[config.mk]
export PLATFORM = sky130hd
export DESIGN_NAME = c17_bist_sequencer
export DESIGN_NICKNAME = d
export VERILOG_FILES = /design/src/rtl/c17_bist_sequencer.sv
export SDC_FILE = /design/constraint.sdc
export NUM_CORES = 1
export LEC_CHECK = 0
export BUFFER_PORTS_ARGS = -buffer_cell sky130_fd_sc_hd__buf_4
export CELL_PAD_IN_SITES_DETAIL_PLACEMENT = 1
export CELL_PAD_IN_SITES_GLOBAL_PLACEMENT = 2
export CORE_ASPECT_RATIO = 1.2
export CORE_MARGIN = 5
export CORE_UTILIZATION = 30
export CTS_BUF_LIST = sky130_fd_sc_hd__clkbuf_4 sky130_fd_sc_hd__clkbuf_8 sky130_fd_sc_hd__clkbuf_16
export CTS_CLUSTER_DIAMETER = 80
export DETAILED_ROUTE_END_ITERATION = 10
export GPL_ROUTABILITY_DRIVEN = 0
export GPL_TIMING_DRIVEN = 0
export PLACE_DENSITY_LB_ADDON = 0.1
export RECOVER_POWER = 100
export SLEW_MARGIN = 20
export SYNTH_ARGS = -nofsm -noshare
export SYNTH_HDL_FRONTEND = slang
export SYNTH_SLANG_ARGS = --single-unit
[constraint.sdc]
create_clock -name clk -period 2.4 [get_ports clk]
set_clock_uncertainty 0.1 [all_clocks]
set_input_delay 0.48 -clock clk [delete_from_list [all_inputs] [get_ports clk]]
set_output_delay 0.48 -clock clk [all_outputs]
set_load 0.02 [all_outputs]
[src/rtl/c17_bist_sequencer.sv]
// BIST sequencer for the c17 NAND benchmark: applies patterns, waits out the
// worst gate-delay path, compacts both outputs into a 16-bit MISR and checks it.
module c17_bist_sequencer #(
    parameter int          NUM_PATTERNS  = 32,
    parameter int          SETTLE_CYCLES = 11,
    parameter logic [15:0] SIG_POLY      = 16'h1021
) (
    input  logic        clk,
    input  logic        rst_n,
    input  logic        start,
    input  logic        mode,
    input  logic [15:0] golden_sig,
    output logic [4:0]  dut_in,
    input  logic [1:0]  dut_out,
    output logic        busy,
    output logic        done,
    output logic        pass,
    output logic [15:0] signature,
    output logic [4:0]  pattern_idx
);

    localparam logic [2:0] S_IDLE    = 3'd0;
    localparam logic [2:0] S_APPLY   = 3'd1;
    localparam logic [2:0] S_SETTLE  = 3'd2;
    localparam logic [2:0] S_CAPTURE = 3'd3;
    localparam logic [2:0] S_DONE    = 3'd4;

    localparam int               CNT_W     = (SETTLE_CYCLES < 2) ? 1 : $clog2(SETTLE_CYCLES);
    localparam logic [CNT_W-1:0] CNT_LOAD  = CNT_W'(SETTLE_CYCLES - 1);
    localparam logic [4:0]       LAST_IDX  = 5'(NUM_PATTERNS - 1);
    localparam logic [4:0]       LFSR_SEED = 5'b00001;

    logic [2:0]       state_q, state_d;
    logic             mode_q, mode_d;
    logic [4:0]       dut_in_q, dut_in_d;
    logic [4:0]       idx_q, idx_d;
    logic [CNT_W-1:0] cnt_q, cnt_d;
    logic             busy_q, busy_d;
    logic             done_q, done_d;
    logic             pass_q, pass_d;
    logic [15:0]      sig_q, sig_d;

    logic [4:0]  next_pattern;
    logic [15:0] sig_next;

    always_comb begin
        next_pattern = mode_q ? {dut_in_q[3:0], dut_in_q[4] ^ dut_in_q[2]} : idx_q + 5'd1;
        sig_next     = {sig_q[14:0], 1'b0} ^ (sig_q[15] ? SIG_POLY : 16'h0000) ^ {14'b0, dut_out};
    end

    always_comb begin
        state_d  = state_q;
        mode_d   = mode_q;
        dut_in_d = dut_in_q;
        idx_d    = idx_q;
        cnt_d    = cnt_q;
        busy_d   = busy_q;
        done_d   = 1'b0;
        pass_d   = pass_q;
        sig_d    = sig_q;
        case (state_q)
            S_IDLE: begin
                if (start) begin
                    mode_d   = mode;
                    sig_d    = 16'h0000;
                    idx_d    = 5'd0;
                    dut_in_d = mode ? LFSR_SEED : 5'd0;
                    pass_d   = 1'b0;
                    busy_d   = 1'b1;
                    state_d  = S_APPLY;
                end
            end
            S_APPLY: begin
                cnt_d   = CNT_LOAD;
                state_d = S_SETTLE;
            end
            S_SETTLE: begin
                // Counter runs SETTLE_CYCLES-1 down to 0, giving exactly SETTLE_CYCLES cycles.
                if (cnt_q == '0) begin
                    state_d = S_CAPTURE;
                end else begin
                    cnt_d = cnt_q - CNT_W'(1);
                end
            end
            S_CAPTURE: begin
                sig_d = sig_next;
                if (idx_q == LAST_IDX) begin
                    busy_d  = 1'b0;
                    done_d  = 1'b1;
                    state_d = S_DONE;
                end else begin
                    idx_d    = idx_q + 5'd1;
                    dut_in_d = next_pattern;
                    state_d  = S_APPLY;
                end
            end
            S_DONE: begin
                pass_d  = (sig_q == golden_sig);
                state_d = S_IDLE;
            end
            default: begin
                state_d = S_IDLE;
            end
        endcase
    end

    always_ff @(posedge clk) begin
        if (!rst_n) begin
            state_q  <= S_IDLE;
            mode_q   <= 1'b0;
            dut_in_q <= 5'd0;
            idx_q    <= 5'd0;
            cnt_q    <= '0;
            busy_q   <= 1'b0;
            done_q   <= 1'b0;
            pass_q   <= 1'b0;
            sig_q    <= 16'h0000;
        end else begin
            state_q  <= state_d;
            mode_q   <= mode_d;
            dut_in_q <= dut_in_d;
            idx_q    <= idx_d;
            cnt_q    <= cnt_d;
            busy_q   <= busy_d;
            done_q   <= done_d;
            pass_q   <= pass_d;
            sig_q    <= sig_d;
        end
    end

    assign dut_in      = dut_in_q;
    assign busy        = busy_q;
    assign done        = done_q;
    assign pass        = pass_q;
    assign signature   = sig_q;
    assign pattern_idx = idx_q;

endmodule

==> results of run 1 <==
[final cells by class]
class,instances,area (um2),share of cell area
plain buffers,11,53.80,0.02332
clock buffers,5,68.82,0.02983
clock inverters,3,65.06,0.02820
inverters,4,15.01,0.006508
multi-input cells,151,994.7,0.4311
flip-flops and latches,37,740.7,0.3210
well taps,82,102.6,0.04447
repair buffers,50,266.5,0.1155
[state kept, by name, summed over array words and instances, names as in the netlist]
register	cells
pass	1
dut_in	5
busy	1
done	1
mode_q	1
signature	16
pattern_idx	5
state_q	3
cnt_q	4
[synth_stat cells (2+ instances only)]
cell	number	area (um2)
sky130_fd_sc_hd__a211oi_1	3	22.52
sky130_fd_sc_hd__a21oi_1	15	75.07
sky130_fd_sc_hd__a22oi_1	16	120.1
sky130_fd_sc_hd__a31oi_1	3	18.77
sky130_fd_sc_hd__buf_2	3	15.01
sky130_fd_sc_hd__buf_6	2	22.52
sky130_fd_sc_hd__clkbuf_1	5	18.77
sky130_fd_sc_hd__dfxtp_1	37	740.7
sky130_fd_sc_hd__ha_1	4	50.05
sky130_fd_sc_hd__inv_1	4	15.01
sky130_fd_sc_hd__mux2i_1	2	20.02
sky130_fd_sc_hd__nand2_1	10	37.54
sky130_fd_sc_hd__nand3_1	7	35.03
sky130_fd_sc_hd__nand3b_1	3	22.52
sky130_fd_sc_hd__nand4_1	4	25.02
sky130_fd_sc_hd__nor2_1	28	105.1
sky130_fd_sc_hd__nor3_1	4	20.02
sky130_fd_sc_hd__o21ai_0	6	30.03
sky130_fd_sc_hd__xnor2_1	17	148.9
sky130_fd_sc_hd__xor2_1	8	70.07
[cell usage in the layout (no fill, tap or decap), types with 5 or more instances in the layout]
master and instances:
sky130_fd_sc_hd__nand3_1 7, sky130_fd_sc_hd__xnor2_1 17, sky130_fd_sc_hd__clkbuf_1 37, sky130_fd_sc_hd__a21oi_1 15
sky130_fd_sc_hd__clkbuf_8 5, sky130_fd_sc_hd__nor2_1 29, sky130_fd_sc_hd__o21ai_0 6, sky130_fd_sc_hd__dfxtp_1 37
sky130_fd_sc_hd__a22oi_1 16, sky130_fd_sc_hd__nand2_1 10, sky130_fd_sc_hd__buf_4 22, sky130_fd_sc_hd__xor2_1 8
[worst max path at each step]
| stage | start | end | slack, ns | cells after the start |
|---|---|---|---|---|
| finish | pattern_idx[0] | pattern_idx[3] | 0.27 | 6 |
| global route | pattern_idx[0] | pattern_idx[3] | 0.13 | 6 |
| CTS | pattern_idx[0] | pattern_idx[3] | 0.12 | 7 |
| detailed placement | pattern_idx[0] | pattern_idx[2] | 0.15 | 8 |
| global placement | pattern_idx[0] | pattern_idx[3] | 0.16 | 7 |
| floorplan | pattern_idx[0] | pattern_idx[3] | 0.37 | 7 |
[metrics by stage]
step | std cells | setup WS [ns] | util
finish | 343 | 0.2652 | 0.3888
global route | 343 | 0.1294 | 0.3888
CTS | 344 | 0.1240 | 0.4071
detailed placement | 336 | 0.1503 | 0.3846
global placement | 336 | 0.1626 | 0.3846
floorplan | 204 | 0.3724 | -
[kinds of logic (layout without fill, tap and decap cells)]
group / count (synthesis) / after routing / share of synthesized area
buffers and inverters: 16 / 73 / 0.04576
AND/OR/NAND/NOR: 71 / 71 / 0.2046
XOR/XNOR: 25 / 25 / 0.1214
adder cells (fa/ha/maj): 4 / 4 / 0.02774
flip-flops: 37 / 37 / 0.4105
AO/OA/AOI/OAI: 49 / 49 / 0.1789
multiplexers: 2 / 2 / 0.01110
[worst reg2reg max path, stage by stage, from the launching register on]
cell                        delay, ns
sky130_fd_sc_hd__dfxtp_1         0.37
sky130_fd_sc_hd__ha_1            0.27
sky130_fd_sc_hd__and3_1          0.20
sky130_fd_sc_hd__ha_1            0.25
sky130_fd_sc_hd__nand4bb_4       0.34
sky130_fd_sc_hd__or3_1           0.40
sky130_fd_sc_hd__a31oi_1         0.14
[metal layers]
metal / up-vias / global-route usage / routed length (um)
li1: 827 / - / -
met1: 762 / 0.1657 / 2130
met2: 31 / 0.2507 / 2523
met3: 5 / 0.03149 / 234
met4: 0 / 0.05070 / 70
met5: - / 0 / 0
[power by group]
group | switching (W) | internal (W) | total [W] | leakage [nW]
Combinational | 0.000158 | 0.000109 | 0.000267 | 0.475
Clock | 0.000228 | 0.000413 | 0.000641 | 0.0681
Sequential | 0.0000273 | 0.000639 | 0.000666 | 0.300
Total | 0.000413 | 0.00116 | 0.00157 | 0.842
==> flow_summary.html, run 1 <==
<table>
<tr><th>Metric</th><th>Value</th></tr>
<tr><th colspan="2">Status</th></tr>
<tr><td>Result of the run</td><td>finished, final reports clean</td></tr>
<tr><th colspan="2">Global routing</th></tr>
<tr><td>Wire length of the first global-routing pass</td><td>8349 um</td></tr>
<tr><td>Antenna violations before repair</td><td>0</td></tr>
<tr><td>Vias in the first global route</td><td>roughly 1700</td></tr>
<tr><td>Maximum number of pins on one net before global-route repair</td><td>13</td></tr>
<tr><td>Total routing resource utilization after global routing</td><td>0.1416</td></tr>
<tr><td>Gr ovfl total</td><td>0</td></tr>
<tr><th colspan="2">Clocking</th></tr>
<tr><td>Clock-pin slew on the worst setup and hold paths</td><td>about 0.08 ns</td></tr>
<tr><td>Post CTS Setup Buffer Count</td><td>0</td></tr>
<tr><td>Number of cells upsized or downsized after cts</td><td>0</td></tr>
<tr><td>CTS tree</td><td>yes</td></tr>
<tr><td>Number of clock sinks seen by CTS</td><td>37</td></tr>
<tr><td>Hold buffer count at cts</td><td>0</td></tr>
<tr><td>H-tree depth</td><td>2</td></tr>
<tr><td>Clock insertion delay at the later pin of the skew report</td><td>between 0.2 and 0.3 ns</td></tr>
<tr><td>Buffer type at the clock tree root</td><td>sky130_fd_sc_hd__clkbuf_8</td></tr>
<tr><td>CTS buffer count</td><td>5</td></tr>
<tr><td>Buffer levels on the longest clock path</td><td>2</td></tr>
<tr><th colspan="2">Timing</th></tr>
<tr><td>Max Transition Viols Final</td><td>0</td></tr>
<tr><td>Unrepaired setup endpoints after global routing</td><td>no</td></tr>
<tr><td>Post-route setup TNS</td><td>0 ns</td></tr>
<tr><td>Shortest period the worst path allows</td><td>roughly 2.1 ns</td></tr>
<tr><td>Final setup viols</td><td>0</td></tr>
<tr><td>Max frequency</td><td>~0.47 GHz</td></tr>
<tr><td>Worst relative slew slack</td><td>0.6762</td></tr>
<tr><td>Worst-case hold slack</td><td>between 0.3 and 0.4 ns</td></tr>
<tr><td>Final clock period utilization by the worst path</td><td>0.8895</td></tr>
<tr><td>Number of endpoints with negative hold slack in the final report</td><td>0</td></tr>
<tr><td>Measured slew at the worst slew-check pin</td><td>roughly 0.5 ns</td></tr>
<tr><th colspan="2">Setup path</th></tr>
<tr><td>Data arrival time of the critical path</td><td>between 2 and 2.5 ns</td></tr>
<tr><td>Stage delay of the slowest cell on the critical path</td><td>about 0.39 ns</td></tr>
<tr><td>Category of the worst setup path launch point</td><td>flip-flop</td></tr>
<tr><td>Critical path's most frequent cell</td><td>sky130_fd_sc_hd__ha_1</td></tr>
<tr><td>Slowest cell on the critical path</td><td>sky130_fd_sc_hd__or3_1</td></tr>
<tr><td>Worst R2R Path Depth</td><td>6</td></tr>
<tr><td>Series of cell instances along the critical path</td><td>ha_1, and3_1, ha_1, nand4bb_4, or3_1, a31oi_1</td></tr>
<tr><td>Setup slack of the most critical reg-to-reg path</td><td>roughly 0.27 ns</td></tr>
<tr><td>Endpoint type of the worst setup path</td><td>flip-flop</td></tr>
<tr><td>End of the worst register-to-register path</td><td>pattern_idx[3]</td></tr>
<tr><td>Req. time, crit path</td><td>2.52 ns</td></tr>
<tr><td>Number of buffers and inverters on the critical path</td><td>0</td></tr>
<tr><td>Type of the worst setup path</td><td>reg -&gt; reg</td></tr>
<tr><td>Crit path max-delay family</td><td>simple AND/OR/NAND/NOR gates</td></tr>
<tr><td>Reg-to-Reg Start</td><td>pattern_idx[0]</td></tr>
<tr><td>Critical Path Fanout Max</td><td>9</td></tr>
<tr><th colspan="2">Synthesis</th></tr>
<tr><td>Mean post-synth cell area</td><td>roughly 8.8 um2</td></tr>
<tr><td>Number of standard cells after synthesis</td><td>a little over 200</td></tr>
<tr><td>Register area share after synthesis</td><td>0.4105</td></tr>
<tr><td>Post-synthesis register bit count</td><td>37</td></tr>
<tr><td>Syn Std Cell Area</td><td>about 1800 um2</td></tr>
<tr><td>Number of distinct library cells after synthesis</td><td>between 40 and 50</td></tr>
<tr><td>Post-synth ARST share</td><td>0</td></tr>
<tr><td>Net count after synthesis</td><td>between 200 and 250</td></tr>
<tr><td>Synth Warn #</td><td>0</td></tr>
<tr><td>Synth Flop Type</td><td>sky130_fd_sc_hd__dfxtp_1</td></tr>
<tr><td>Count of flip-flops with a built-in enable after synthesis</td><td>0</td></tr>
<tr><th colspan="2">Layout</th></tr>
<tr><td>Fraction of final layout cells sized beyond drive strength 1</td><td>0.1456</td></tr>
<tr><td>Post-layout net count</td><td>approximately 290</td></tr>
<tr><td>Number of filler cells placed in the layout</td><td>720</td></tr>
<tr><td>Antenna Diode Count</td><td>0</td></tr>
<tr><td>Area of all placed cells without fillers</td><td>between 2000 and 2500 um2</td></tr>
<tr><td>Synthesis-to-finish area growth</td><td>27.88%</td></tr>
<tr><th colspan="2">Routing</th></tr>
<tr><td>TritonRoute pass-1 iters</td><td>4</td></tr>
<tr><td>Number of nets with antenna violations after detailed routing</td><td>0</td></tr>
<tr><td>DR vias/cell</td><td>~4.7</td></tr>
<tr><td>Average wire per standard cell</td><td>roughly 14 um</td></tr>
<tr><td>Drt drc</td><td>0</td></tr>
<tr><td>Total number of vias</td><td>1625</td></tr>
<tr><td>Drt total wl</td><td>slightly below 5000 um</td></tr>
<tr><td>1st-iter DRT viols</td><td>58</td></tr>
<tr><th colspan="2">Power and ir drop</th></tr>
<tr><td>Power Dens Cells</td><td>~680 nW/um2</td></tr>
<tr><td>Post-layout total power</td><td>between 0.0015 and 0.002 W</td></tr>
<tr><td>Leak pwr</td><td>between 0.8 and 0.9 nW</td></tr>
<tr><td>Worst ir drop on vdd</td><td>approximately 0.00032 V</td></tr>
<tr><th colspan="2">Worst hold path</th></tr>
<tr><td>Worst Min Path Start</td><td>mode</td></tr>
<tr><td>Hold Path Stages</td><td>3</td></tr>
<tr><td>Type of the tightest min-delay check</td><td>in -&gt; reg</td></tr>
<tr><td>Worst hold path endpoint</td><td>mode_q</td></tr>
<tr><th colspan="2">Floorplan</th></tr>
<tr><td>Horizontal die dimension</td><td>approximately 81 um</td></tr>
<tr><td>Core box area</td><td>just under 6000 um2</td></tr>
<tr><td>Initial Utilization</td><td>0.3040</td></tr>
<tr><td>Top-level port count</td><td>a little over 50</td></tr>
<tr><td>Num rows</td><td>31</td></tr>
<tr><td>Die Y-Extent</td><td>between 90 and 100 um</td></tr>
<tr><td>Overall die area</td><td>between 7000 and 8000 um2</td></tr>
<tr><th colspan="2">Placed design</th></tr>
<tr><td>Post-detailed-placement cell area</td><td>2282 um2</td></tr>
<tr><td>Detail Placement HPWL</td><td>between 3000 and 4000 um</td></tr>
<tr><td>Count of buffers inserted at the top-level ports</td><td>50</td></tr>
<tr><th colspan="2">Run</th></tr>
<tr><td>Count of max-cap constraint violations</td><td>0</td></tr>
</table>
(Power assumes the default switching activity.)
==> inputs of run 2 (changes only) <==
Settings changed: CELL_PAD_IN_SITES_DETAIL_PLACEMENT 1 to 2, SLEW_MARGIN 20 to 25.
==> run 2 against run 1 <==
Compared with the run above:
- wire length grew 6.0%
- register-to-register slack worse by 0.13 ns
- worst setup slack worse by 0.13 ns
- maximum frequency shrank 5.9%
- sequential share of layout area grew 0.93 points
- flip-flop and latch count did not move
- global-route usage is 0.87 points higher
- critical path depth is the same
- worst hold slack worse by 0.0047 ns
- non-clock buffer count stayed put
- critical path type unchanged
- sequential power hardly changed
==> flow_summary.html, run 2 (same netlist as run 1, synthesis figures left out) <==
<table>
<tr><th>Metric</th><th>Value</th></tr>
<tr><th colspan="2">Status</th></tr>
<tr><td>Result of the run</td><td>finished, final reports clean (unchanged)</td></tr>
<tr><th colspan="2">Worst hold path</th></tr>
<tr><td>Worst Min Path Start</td><td>mode (unchanged)</td></tr>
<tr><td>Type of the tightest min-delay check</td><td>in -&gt; reg (unchanged)</td></tr>
<tr><th colspan="2">Setup path</th></tr>
<tr><td>Category of the worst setup path launch point</td><td>flip-flop (unchanged)</td></tr>
<tr><td>Stage delay of the slowest cell on the critical path</td><td>0.45 ns (was 0.39 ns)</td></tr>
<tr><td>Data arrival time of the critical path</td><td>2.39 ns (was 2.25 ns)</td></tr>
<tr><td>Number of logic stages on the critical path including buffering</td><td>6 (unchanged)</td></tr>
<tr><td>Number of buffers and inverters on the critical path</td><td>0 (unchanged)</td></tr>
<tr><td>Critical path's most frequent cell</td><td>sky130_fd_sc_hd__ha_1 (unchanged)</td></tr>
<tr><td>Series of cell instances along the critical path</td><td>ha_1, and3_1, ha_1, nand4bb_2, or3_1, a31oi_1 (was ha_1, and3_1, ha_1, nand4bb_4, or3_1, a31oi_1)</td></tr>
<tr><td>Reg-to-Reg Start</td><td>pattern_idx[0] (unchanged)</td></tr>
<tr><td>Endpoint type of the worst setup path</td><td>flip-flop (unchanged)</td></tr>
<tr><td>Start point of the critical path</td><td>pattern_idx[0] (unchanged)</td></tr>
<tr><td>Worst R2R Path Depth</td><td>6 (unchanged)</td></tr>
<tr><td>Type of the worst setup path</td><td>reg -&gt; reg (unchanged)</td></tr>
<tr><td>Critical Path Fanout Max</td><td>9 (unchanged)</td></tr>
<tr><td>End point of the critical path</td><td>pattern_idx[3] (unchanged)</td></tr>
<tr><td>Req. time, crit path</td><td>2.52 ns (about the same)</td></tr>
<tr><td>End of the worst register-to-register path</td><td>pattern_idx[3] (unchanged)</td></tr>
<tr><td>Crit path max-delay family</td><td>simple AND/OR/NAND/NOR gates (unchanged)</td></tr>
<tr><td>Slowest cell on the critical path</td><td>sky130_fd_sc_hd__nand4bb_2 (was sky130_fd_sc_hd__or3_1)</td></tr>
<tr><td>Setup slack of the most critical reg-to-reg path</td><td>0.13 ns (was 0.27 ns)</td></tr>
<tr><th colspan="2">Routing</th></tr>
<tr><td>Number of nets with antenna violations after detailed routing</td><td>0 (unchanged)</td></tr>
<tr><td>Drt drc</td><td>0 (unchanged)</td></tr>
<tr><td>DR vias/cell</td><td>4.869 (was 4.738)</td></tr>
<tr><td>Total number of vias</td><td>1670 (was 1625)</td></tr>
<tr><td>TritonRoute pass-1 iters</td><td>2 (was 4)</td></tr>
<tr><td>1st-iter DRT viols</td><td>23 (was 58)</td></tr>
<tr><td>Average wire per standard cell</td><td>15.32 um (was 14.45 um)</td></tr>
<tr><td>Drt total wl</td><td>5256 um (was 4958 um)</td></tr>
<tr><th colspan="2">Power and ir drop</th></tr>
<tr><td>Leak pwr</td><td>0.8159 nW (was 0.8423 nW)</td></tr>
<tr><td>Power Dens Cells</td><td>609.3 nW/um2 (was 682.4 nW/um2)</td></tr>
<tr><td>Worst ir drop on vdd</td><td>0.0003499 V (was 0.0003171 V)</td></tr>
<tr><th colspan="2">Clocking</th></tr>
<tr><td>CTS buffer count</td><td>5 (unchanged)</td></tr>
<tr><td>H-tree depth</td><td>2 (unchanged)</td></tr>
<tr><td>Clock insertion delay at the later pin of the skew report</td><td>0.29 ns (about the same)</td></tr>
<tr><td>CTS tree</td><td>yes (unchanged)</td></tr>
<tr><td>Buffer levels on the longest clock path</td><td>2 (unchanged)</td></tr>
<tr><td>Post CTS Setup Buffer Count</td><td>0 (unchanged)</td></tr>
<tr><td>Buffer type at the clock tree root</td><td>sky130_fd_sc_hd__clkbuf_8 (unchanged)</td></tr>
<tr><td>Number of clock sinks seen by CTS</td><td>37 (unchanged)</td></tr>
<tr><td>Hold buffer count at cts</td><td>0 (unchanged)</td></tr>
<tr><td>Clock-pin slew on the worst setup and hold paths</td><td>0.08 ns (about the same)</td></tr>
<tr><th colspan="2">Timing</th></tr>
<tr><td>Shortest period the worst path allows</td><td>2.269 ns (was 2.135 ns)</td></tr>
<tr><td>Final setup viols</td><td>0 (unchanged)</td></tr>
<tr><td>Post-route setup TNS</td><td>0 ns (unchanged)</td></tr>
<tr><td>Number of endpoints with negative hold slack in the final report</td><td>0 (unchanged)</td></tr>
<tr><td>Max frequency</td><td>0.4407 GHz (was 0.4684 GHz)</td></tr>
<tr><td>Measured slew at the worst slew-check pin</td><td>0.5289 ns (was 0.4858 ns)</td></tr>
<tr><td>Unrepaired setup endpoints after global routing</td><td>no (unchanged)</td></tr>
<tr><td>Worst relative slew slack</td><td>0.6474 (was 0.6762)</td></tr>
<tr><td>Max Transition Viols Final</td><td>0 (unchanged)</td></tr>
<tr><td>Setup slack after layout</td><td>0.1309 ns (was 0.2652 ns)</td></tr>
<tr><td>Final clock period utilization by the worst path</td><td>0.9455 (was 0.8895)</td></tr>
<tr><th colspan="2">Layout</th></tr>
<tr><td>Leading cell type in the layout, fill and taps excluded</td><td>sky130_fd_sc_hd__clkbuf_1</td></tr>
<tr><td>Final Util</td><td>0.3778 (was 0.3888)</td></tr>
<tr><td>Largest register FFs</td><td>16 (unchanged)</td></tr>
<tr><td>Commonest cells after routing, fill and taps aside</td><td>sky130_fd_sc_hd__clkbuf_1, sky130_fd_sc_hd__dfxtp_1, sky130_fd_sc_hd__nor2_1 (unchanged)</td></tr>
<tr><td>Area of all placed cells without fillers</td><td>2242 um2 (was 2307 um2)</td></tr>
<tr><td>Number of filler cells placed in the layout</td><td>717 (was 720)</td></tr>
<tr><td>Fraction of final layout cells sized beyond drive strength 1</td><td>0.1379 (was 0.1456)</td></tr>
<tr><td>Post-layout net count</td><td>286 (unchanged)</td></tr>
<tr><td>Synthesis-to-finish area growth</td><td>24.27% (was 27.88%)</td></tr>
<tr><td>Antenna Diode Count</td><td>0 (unchanged)</td></tr>
<tr><th colspan="2">Global routing</th></tr>
<tr><td>Maximum number of pins on one net before global-route repair</td><td>12 (was 13)</td></tr>
<tr><td>Total routing resource utilization after global routing</td><td>0.1502 (was 0.1416)</td></tr>
<tr><td>Vias in the first global route</td><td>1743 (was 1719)</td></tr>
<tr><td>Gr ovfl total</td><td>0 (unchanged)</td></tr>
<tr><td>Wire length of the first global-routing pass</td><td>8804 um (was 8349 um)</td></tr>
<tr><td>Antenna violations before repair</td><td>0 (unchanged)</td></tr>
<tr><th colspan="2">Placed design</th></tr>
<tr><td>Post-detailed-placement cell area</td><td>2282 um2 (unchanged)</td></tr>
<tr><td>Post-placement worst setup slack</td><td>0.1468 ns (was 0.1503 ns)</td></tr>
<tr><td>Detail Placement HPWL</td><td>4101 um (was 3875 um)</td></tr>
<tr><td>Count of buffers inserted at the top-level ports</td><td>50 (unchanged)</td></tr>
<tr><th colspan="2">Run</th></tr>
<tr><td>Count of max-cap constraint violations</td><td>0 (unchanged)</td></tr>
<tr><th colspan="2">Floorplan</th></tr>
<tr><td>Num rows</td><td>31 (unchanged)</td></tr>
<tr><td>Top-level port count</td><td>51 (unchanged)</td></tr>
<tr><td>Initial Utilization</td><td>0.3040 (unchanged)</td></tr>
<tr><td>Die Y-Extent</td><td>94.95 um (unchanged)</td></tr>
<tr><td>Core box area</td><td>5934 um2 (unchanged)</td></tr>
<tr><td>Horizontal die dimension</td><td>80.80 um (unchanged)</td></tr>
<tr><td>Overall die area</td><td>7671 um2 (unchanged)</td></tr>
</table>
run 2: changes by cell type in the layout (fill, tap and decap cells not counted), sizes merged:
cell / previous run / this run
clkinv: 1 / 2
bufinv: 2 / 0
clkbuf: 43 / 44
run 2: repair_timing:
item | 4_1_cts | 5_1_grt
hold endpoints to repair | 0 | 0
setup endpoints to repair | 0 | 1
resized for setup | 0 | 1
run 2: routing by layer:
| metal | GRT usage | share of wire | routed length, um | vias up |
|---|---|---|---|---|
| met5 | 0 | 0 | 0 | - |
| met4 | 0.05070 | 0.015 | 79 | 0 |
| met3 | 0.04103 | 0.043 | 224 | 8 |
| met2 | 0.2610 | 0.51 | 2667 | 32 |
| met1 | 0.1767 | 0.43 | 2285 | 806 |
| li1 | - | - | - | 824 |
run 2: how the worst min path moves through the flow:
stage | end | slack, ns | depth (start not counted)
2_1_floorplan | cnt_q[0] | 0.39 | 2
3_3_place_gp | dut_in[3] | 0.37 | 2
3_5_place_dp | dut_in[3] | 0.38 | 2
4_1_cts | mode_q | 0.33 | 3
5_1_grt | mode_q | 0.35 | 3
6_report | mode_q | 0.35 | 3
run 2: worst reg2reg max path, cell delays in order (launching register included):
cell,delay (ns)
sky130_fd_sc_hd__dfxtp_1,0.37
sky130_fd_sc_hd__ha_1,0.28
sky130_fd_sc_hd__and3_1,0.20
sky130_fd_sc_hd__ha_1,0.25
sky130_fd_sc_hd__nand4bb_2,0.45
sky130_fd_sc_hd__or3_1,0.44
sky130_fd_sc_hd__a31oi_1,0.12
run 2: through the flow:
step	total power (W)	cells	hold WS, ns
floorplan	0.0008607	204	0.3929
global route	0.001457	343	0.3483
CTS	0.001412	344	0.3333
global placement	0.0009586	336	0.3698
finish	0.001366	343	0.3460
detailed placement	0.0009648	336	0.3799
run 2: final cells by class:
cell class                      count  area [um2]  share of cell area
Multi-Input combinational cell    151       978.4              0.4364
Sequential cell                    37       740.7              0.3304
Timing Repair Buffer               50       266.5              0.1189
Tap cell                           82       102.6             0.04576
Clock buffer                        6       76.32             0.03404
Buffer                             11       52.55             0.02344
Inverter                            4       15.01            0.006696
Clock inverter                      2       10.01            0.004464
run 2: power breakdown:
group	switching, W	leakage [nW]	internal (W)
Combinational	0.000160	0.468	0.000107
Clock	0.000223	0.0484	0.000213
Sequential	0.0000242	0.300	0.000639
